==> src/rtl/seg7_scan_driver_pkg.sv <==
// Package: seg7_scan_driver_pkg
// Shared definitions for the 7-segment scan driver:
//   - display-dark constants for segments and anodes
//   - scan FSM state encoding
//   - leading-zero blanking helper
package seg7_scan_driver_pkg;

  localparam logic [7:0] SEG_OFF = 8'hFF;  // {dp,g..a} all off (active low)
  localparam logic [3:0] AN_OFF  = 4'hF;   // no digit enabled (active low)

  typedef enum logic [1:0] {
    ST_IDLE  = 2'd0,
    ST_SHOW  = 2'd1,
    ST_BLANK = 2'd2
  } scan_state_t;

  // Bit k set when digit k must be dark because it and every digit above it
  // is zero. Digit 0 is never blanked, so a value of 0 still shows "0".
  function automatic logic [3:0] lz_blank_mask(input logic [15:0] v);
    logic [3:0] m;
    m[3] = (v[15:12] == 4'h0);
    m[2] = m[3] & (v[11:8] == 4'h0);
    m[1] = m[2] & (v[7:4] == 4'h0);
    m[0] = 1'b0;
    return m;
  endfunction

endpackage

==> src/rtl/seg7_scan_driver_hex_to_seg7.sv <==
// Module: hex_to_seg7
// Combinational hex nibble to 7-segment decoder, active-low outputs.
// Ports:
//   i_hex  in  4  nibble to display
//   o_seg  out 7  {g,f,e,d,c,b,a}, 0 = segment lit
module hex_to_seg7 (
  input  logic [3:0] i_hex,
  output logic [6:0] o_seg
);

  always_comb begin
    o_seg = 7'h7F;
    case (i_hex)
      4'h0: o_seg = 7'h40;
      4'h1: o_seg = 7'h79;
      4'h2: o_seg = 7'h24;
      4'h3: o_seg = 7'h30;
      4'h4: o_seg = 7'h19;
      4'h5: o_seg = 7'h12;
      4'h6: o_seg = 7'h02;
      4'h7: o_seg = 7'h78;
      4'h8: o_seg = 7'h00;
      4'h9: o_seg = 7'h10;
      4'hA: o_seg = 7'h08;
      4'hB: o_seg = 7'h03;
      4'hC: o_seg = 7'h46;
      4'hD: o_seg = 7'h21;
      4'hE: o_seg = 7'h06;
      4'hF: o_seg = 7'h0E;
      default: o_seg = 7'h7F;
    endcase
  end

endmodule

==> src/rtl/seg7_scan_driver.sv <==
// Module: seg7_scan_driver
// Time-multiplexed driver for a 4-digit common-anode 7-segment display with
// an all-off blanking gap between digits and frame-aligned input shadowing.
// Ports:
//   clk         in   1   system clock
//   rst_n       in   1   asynchronous active-low reset
//   en          in   1   1 = scan running, 0 = display dark
//   value       in   16  four hex digits, [3:0] = rightmost digit
//   dp_mask     in   4   decimal point per digit, 1 = lit
//   blank_lz    in   1   1 = blank leading zero digits
//   scan_sel    out  2   digit index currently shown (held through its gap)
//   AN          out  4   anode enables, active low
//   SEGMENT     out  8   {dp,g,f,e,d,c,b,a}, active low
//   frame_done  out  1   one-cycle pulse when digit 3's slot completes
module seg7_scan_driver
  import seg7_scan_driver_pkg::*;
#(
  parameter int SCAN_DIV  = 50000,
  parameter int BLANK_CYC = 64,
  parameter int CNT_W     = 16
) (
  input  logic        clk,
  input  logic        rst_n,
  input  logic        en,
  input  logic [15:0] value,
  input  logic [3:0]  dp_mask,
  input  logic        blank_lz,
  output logic [1:0]  scan_sel,
  output logic [3:0]  AN,
  output logic [7:0]  SEGMENT,
  output logic        frame_done
);

  localparam logic [CNT_W-1:0] SHOW_LAST  = CNT_W'(SCAN_DIV - 1);
  localparam logic [CNT_W-1:0] BLANK_LAST = CNT_W'((BLANK_CYC > 0) ? BLANK_CYC - 1 : 0);
  localparam bit               HAS_BLANK  = (BLANK_CYC > 0);

  scan_state_t      r_state, w_state_next;
  logic [CNT_W-1:0] r_cnt, w_cnt_next;
  logic [1:0]       r_sel, w_sel_next;
  logic [3:0]       r_an, w_an_next;
  logic [7:0]       r_seg, w_seg_next;
  logic             r_frame_done, w_frame_done_next;
  logic [15:0]      r_shadow_value;
  logic [3:0]       r_shadow_dp;
  logic             r_shadow_lz;

  logic             w_go_show;
  logic [1:0]       w_tgt_sel;
  logic             w_wrap;
  logic [15:0]      w_src_value;
  logic [3:0]       w_src_dp;
  logic             w_src_lz;
  logic [3:0]       w_lz_mask;
  logic [3:0]       w_nibble;
  logic [6:0]       w_hex_seg;
  logic [7:0]       w_show_seg;

  // The digit the next SHOW entry will display. Entering from IDLE or
  // wrapping past digit 3 starts a new frame, which is the only moment the
  // live inputs are allowed through; otherwise the frame's shadow copy is used
  // so a mid-frame update cannot tear the displayed number.
  assign w_tgt_sel   = (r_state == ST_IDLE) ? 2'd0 : r_sel + 2'd1;
  assign w_wrap      = (r_state == ST_IDLE) || (r_sel == 2'd3);
  assign w_src_value = w_wrap ? value    : r_shadow_value;
  assign w_src_dp    = w_wrap ? dp_mask  : r_shadow_dp;
  assign w_src_lz    = w_wrap ? blank_lz : r_shadow_lz;
  assign w_lz_mask   = lz_blank_mask(w_src_value) & {4{w_src_lz}};
  assign w_nibble    = w_src_value[{w_tgt_sel, 2'b00} +: 4];

  hex_to_seg7 u_hex (
    .i_hex (w_nibble),
    .o_seg (w_hex_seg)
  );

  // A blanked leading zero keeps its anode enabled but lights no segments;
  // its decimal point is still honoured.
  assign w_show_seg = {~w_src_dp[w_tgt_sel],
                       w_lz_mask[w_tgt_sel] ? 7'h7F : w_hex_seg};

  always_ff @(posedge clk or negedge rst_n) begin
    if (!rst_n) begin
      r_state        <= ST_IDLE;
      r_cnt          <= '0;
      r_sel          <= 2'd0;
      r_an           <= AN_OFF;
      r_seg          <= SEG_OFF;
      r_frame_done   <= 1'b0;
      r_shadow_value <= '0;
      r_shadow_dp    <= '0;
      r_shadow_lz    <= 1'b0;
    end else begin
      r_state      <= w_state_next;
      r_cnt        <= w_cnt_next;
      r_sel        <= w_sel_next;
      r_an         <= w_an_next;
      r_seg        <= w_seg_next;
      r_frame_done <= w_frame_done_next;
      if (w_go_show && w_wrap) begin
        r_shadow_value <= value;
        r_shadow_dp    <= dp_mask;
        r_shadow_lz    <= blank_lz;
      end
    end
  end

  always_comb begin
    w_state_next      = r_state;
    w_cnt_next        = r_cnt + CNT_W'(1);
    w_sel_next        = r_sel;
    w_an_next         = r_an;
    w_seg_next        = r_seg;
    w_frame_done_next = 1'b0;
    w_go_show         = 1'b0;

    if (!en) begin
      w_state_next = ST_IDLE;
      w_cnt_next   = '0;
      w_sel_next   = 2'd0;
      w_an_next    = AN_OFF;
      w_seg_next   = SEG_OFF;
    end else begin
      case (r_state)
        ST_IDLE: w_go_show = 1'b1;
        ST_SHOW: begin
          if (r_cnt == SHOW_LAST) begin
            if (HAS_BLANK) begin
              w_state_next = ST_BLANK;
              w_cnt_next   = '0;
              w_an_next    = AN_OFF;
              w_seg_next   = SEG_OFF;
            end else begin
              w_go_show = 1'b1;
            end
          end
        end
        ST_BLANK: begin
          if (r_cnt == BLANK_LAST) w_go_show = 1'b1;
        end
        default: begin
          w_state_next = ST_IDLE;
          w_cnt_next   = '0;
          w_sel_next   = 2'd0;
          w_an_next    = AN_OFF;
          w_seg_next   = SEG_OFF;
        end
      endcase

      // Anodes and segments load together so they never disagree for a cycle.
      if (w_go_show) begin
        w_state_next      = ST_SHOW;
        w_cnt_next        = '0;
        w_sel_next        = w_tgt_sel;
        w_an_next         = ~(4'b0001 << w_tgt_sel);
        w_seg_next        = w_show_seg;
        w_frame_done_next = (r_state != ST_IDLE) && (r_sel == 2'd3);
      end
    end
  end

  assign scan_sel   = r_sel;
  assign AN         = r_an;
  assign SEGMENT    = r_seg;
  assign frame_done = r_frame_done;

endmodule

==> config.mk <==
export PLATFORM = sky130hd
export DESIGN_NAME = seg7_scan_driver
export DESIGN_NICKNAME = d
export VERILOG_FILES = /design/src/rtl/seg7_scan_driver_pkg.sv /design/src/rtl/seg7_scan_driver_hex_to_seg7.sv /design/src/rtl/seg7_scan_driver.sv
export SDC_FILE = /design/constraint.sdc
export NUM_CORES = 1
export LEC_CHECK = 0
export ABC_AREA = 1
export BUFFER_PORTS_ARGS = -buffer_cell sky130_fd_sc_hd__buf_4
export CORE_UTILIZATION = 39
export CTS_CLUSTER_DIAMETER = 120
export CTS_CLUSTER_SIZE = 28
export DETAILED_ROUTE_END_ITERATION = 10
export RECOVER_POWER = 25
export SLEW_MARGIN = 20
export SYNTH_ARGS = -nofsm -noshare
export SYNTH_HDL_FRONTEND = slang
export SYNTH_SLANG_ARGS = --single-unit
==> constraint.sdc <==
create_clock -name clk -period 3.2 [get_ports clk]
set_input_delay 0.32 -clock clk [delete_from_list [all_inputs] [get_ports clk]]
set_output_delay 0.32 -clock clk [all_outputs]
set_load 0.005 [all_outputs]
==> metrics <==
CTS Root Buffer Type=clkbuf_8; crit start category=flop; pre-CTS worst setup slack=0.592 ns; Least-Margin Pin Slew=approximately 1.3 ns; CTS H-tree depth=2; CTS sink cnt=54; Mean Syn Cell Area=between 7 and 8 um2; Tot GR Track Use=slightly below 20%; Cell Rows=32; Tightest Hold Check Type=input port to flop; internal power=between 1.5 and 2 mW; Max Slew Vio Count=0; CTS Buffer Depth=2; Core ar.=around 7800 um2; CP most frequent cell=nand2_1; Setup crit end kind=flop; Primary FF master, synth=dfrtp_1; status=completed; CP cell instances=ha_1 > inv_1 > o21ai_2 > nand2_1 > nand3_1 > nand2_1 > nor2_2 > inv_2 > ha_1 > nand2_1 > nand2_1 > nand2_1 > nand2_1 > nor2_1 > nor2_1; Distinct cells, synth=34; post-synth top area share=between 30% and 40%; Nets=506; family with the most delay on the worst path=simple AND/OR/NAND/NOR gates; vias in the first global route=about 2800; Max Cap Viol=0; initial core utilization=40.8%; post-cts hold buffer count=0; Antenna diodes=0; CP Class=flop to flop; Setup Viol. Count Final=0; hpwl dp=about 5.5 mm; pwr dens=between 900 and 1000 nW/um2; Hold Fails Final Rpt=0; commonest cells after routing, fill and taps aside=nand2_1, nor2_1, inv_1; total wire length=between 7 and 8 mm; largest net degree at the start of global routing=55; Synth Instances=approximately 430; portion of total power attributed to the clock network=between 10% and 20%; WL per Instance=approximately 13 um; Sw Share=about half; Port Buffers=38; FFs w/ async S/R, synth=100%; Synth area leaders=dfrtp_1, nand2_1, dfstp_2, nor2_1, inv_1; DR iter-0 viols=around 140; Routed Antenna Nets=0; FF+latch count, synth=54; multi-input logic area=roughly 1600 um2; unrepaired setup endpoints after global routing=no; first-pass GRT wire length=roughly 13 mm; Final GP Congestion=between 0.8 and 0.9; Die Area=8530 um2; drt pass-1 iters=4; Die Y=around 92 um; setup ws final=about 0.57 ns; critical path's slowest cell=dfrtp_1; vias=2810; CP Depth=15; Reg area=around 1400 um2; Seq pwr share=between 30 and 40%; Via density=just under 5; layout cells sized above 1=between 10% and 20%; Worst EP required=roughly 3.5 ns; CTS tree=built; Residual DRC=0; TritonCTS buffer count=5; P_leak=1.81 nW; Worst-path clk slew=roughly 0.11 ns; hold depth=3; antenna violations before repair=0; sequential cell area fraction in the yosys report=approximately 43%; Clock Skew=between 0.015 and 0.02 ns; Fin Setup TNS=0 ns; number of synthesized flops with an enable pin=0; Psw=1.60 mW; slowest stage delay, CP=approximately 0.47 ns; Boundary Pins=39; grt ovf=0; Tmin final=~2.6 ns; synthesis-to-finish area growth=15.1%; critical path buffer and inverter count=2; Fmax=approximately 380 MHz; final period utilization=82.2%; die width=92.4 um; Arr. time, crit path=around 2.9 ns; most common cell after layout, fill and taps aside=nand2_1; critical path fanouts, max=24; share of total power in combinational logic=between 50% and 60%; VDD IR max=approximately 0.00033 V; Max-slew headroom=between 10% and 20%; fill count=~820; Synth Net Count=about 470; yosys warns=0; worst skew pair latency=roughly 0.33 ns; post-synth top area cell=dfrtp_1; R2R depth=15; cell area after synthesis=3190 um2; post_cts resized=0; setup bufs post-CTS=0
-- path summary, 6_finish.rpt --
check	slack, ns	to	startpoint
min reg2reg	0.48	r_cnt[0]	r_cnt[0]
max in group asynchronous	2.10	r_shadow_value[10]	rst_n
min in group asynchronous	0.27	r_cnt[11]	rst_n
max reg2reg	0.57	SEGMENT[6]	scan_sel[0]
max	0.57	SEGMENT[6]	scan_sel[0]
min	0.21	r_shadow_value[12]	value[12]
-- metrics by stage --
| stage | utilization [%] | instance area, um2 | instances | hold slack [ns] | power, mW |
|---|---|---|---|---|---|
| global placement | 45.7 | 3570 | 568 | 0.418 | 2.88 |
| global route | 47.0 | 3670 | 576 | 0.206 | 3.67 |
| CTS | 47.0 | 3670 | 576 | 0.0449 | 3.34 |
| floorplan | - | 3190 | 434 | 0.0244 | 2.42 |
| detailed placement | 45.7 | 3570 | 568 | 0.410 | 2.91 |
| finish | 47.0 | 3670 | 576 | 0.207 | 3.32 |
-- synth_stat cells, types with 2 or more instances --
master,instances
nand3_1,30
buf_2,7
nand2_1,139
buf_4,2
nor2_4,4
a21oi_1,14
dfstp_2,12
o21ai_0,28
nand4_1,6
o21ai_1,2
nand2_2,2
inv_2,10
nor2_2,5
o211ai_1,2
nor3_1,6
nor3b_1,3
o21ai_2,3
ha_1,9
nand2_4,3
inv_1,43
dfrtp_1,42
nor4_1,2
xor2_1,6
nor2_1,44
-- per-layer routing --
layer / vias to the layer above / wire length [um] / GRT usage [%]
li1: 1446 / - / -
met1: 1310 / 3720 / 26.3
met2: 47 / 3400 / 31.8
met3: 7 / 215 / 3.20
met4: 0 / 72 / 4.30
met5: - / 0 / 0
-- final cells by class --
cell class	instances	area share, %
inverter	53	5.43
multi-input combinational	316	42.4
clock inverter	3	0.785
clock buffer	5	1.88
timing repair buffer	43	8.74
tap	102	3.48
sequential	54	37.3
-- state kept, by name, summed over array words and instances (netlist names), 2 cells and up --
signal,flops
SEGMENT,8
AN,4
r_state,2
scan_sel,2
r_shadow_value,16
r_cnt,16
r_shadow_dp,4
-- logic make-up after synthesis --
kind of cell / Yosys count / synth area share (%)
fa+ha+maj: 9 / 3.54
buf+inv: 64 / 8.29
flops: 54 / 42.9
xor+xnor: 6 / 1.65
compound gates: 53 / 9.23
simple gates: 248 / 34.4
-- tightest hold or removal path: cells and delay by family --
family                 cells  cell delay (ns)
buffers and inverters      1             0.09
and+or+nand+nor            2             0.09
-- power by group through the flow --
stage / logic, mW / clock network [mW] / registers (mW)
after detailed placement: 1.86 / 0 / 1.04
after global placement: 1.85 / 0 / 1.03
after global routing: 2.15 / 0.459 / 1.06
after floorplan: 1.40 / 0 / 1.02
final: 1.87 / 0.423 / 1.03
after CTS: 1.87 / 0.437 / 1.03
(Power assumes the default switching activity.)
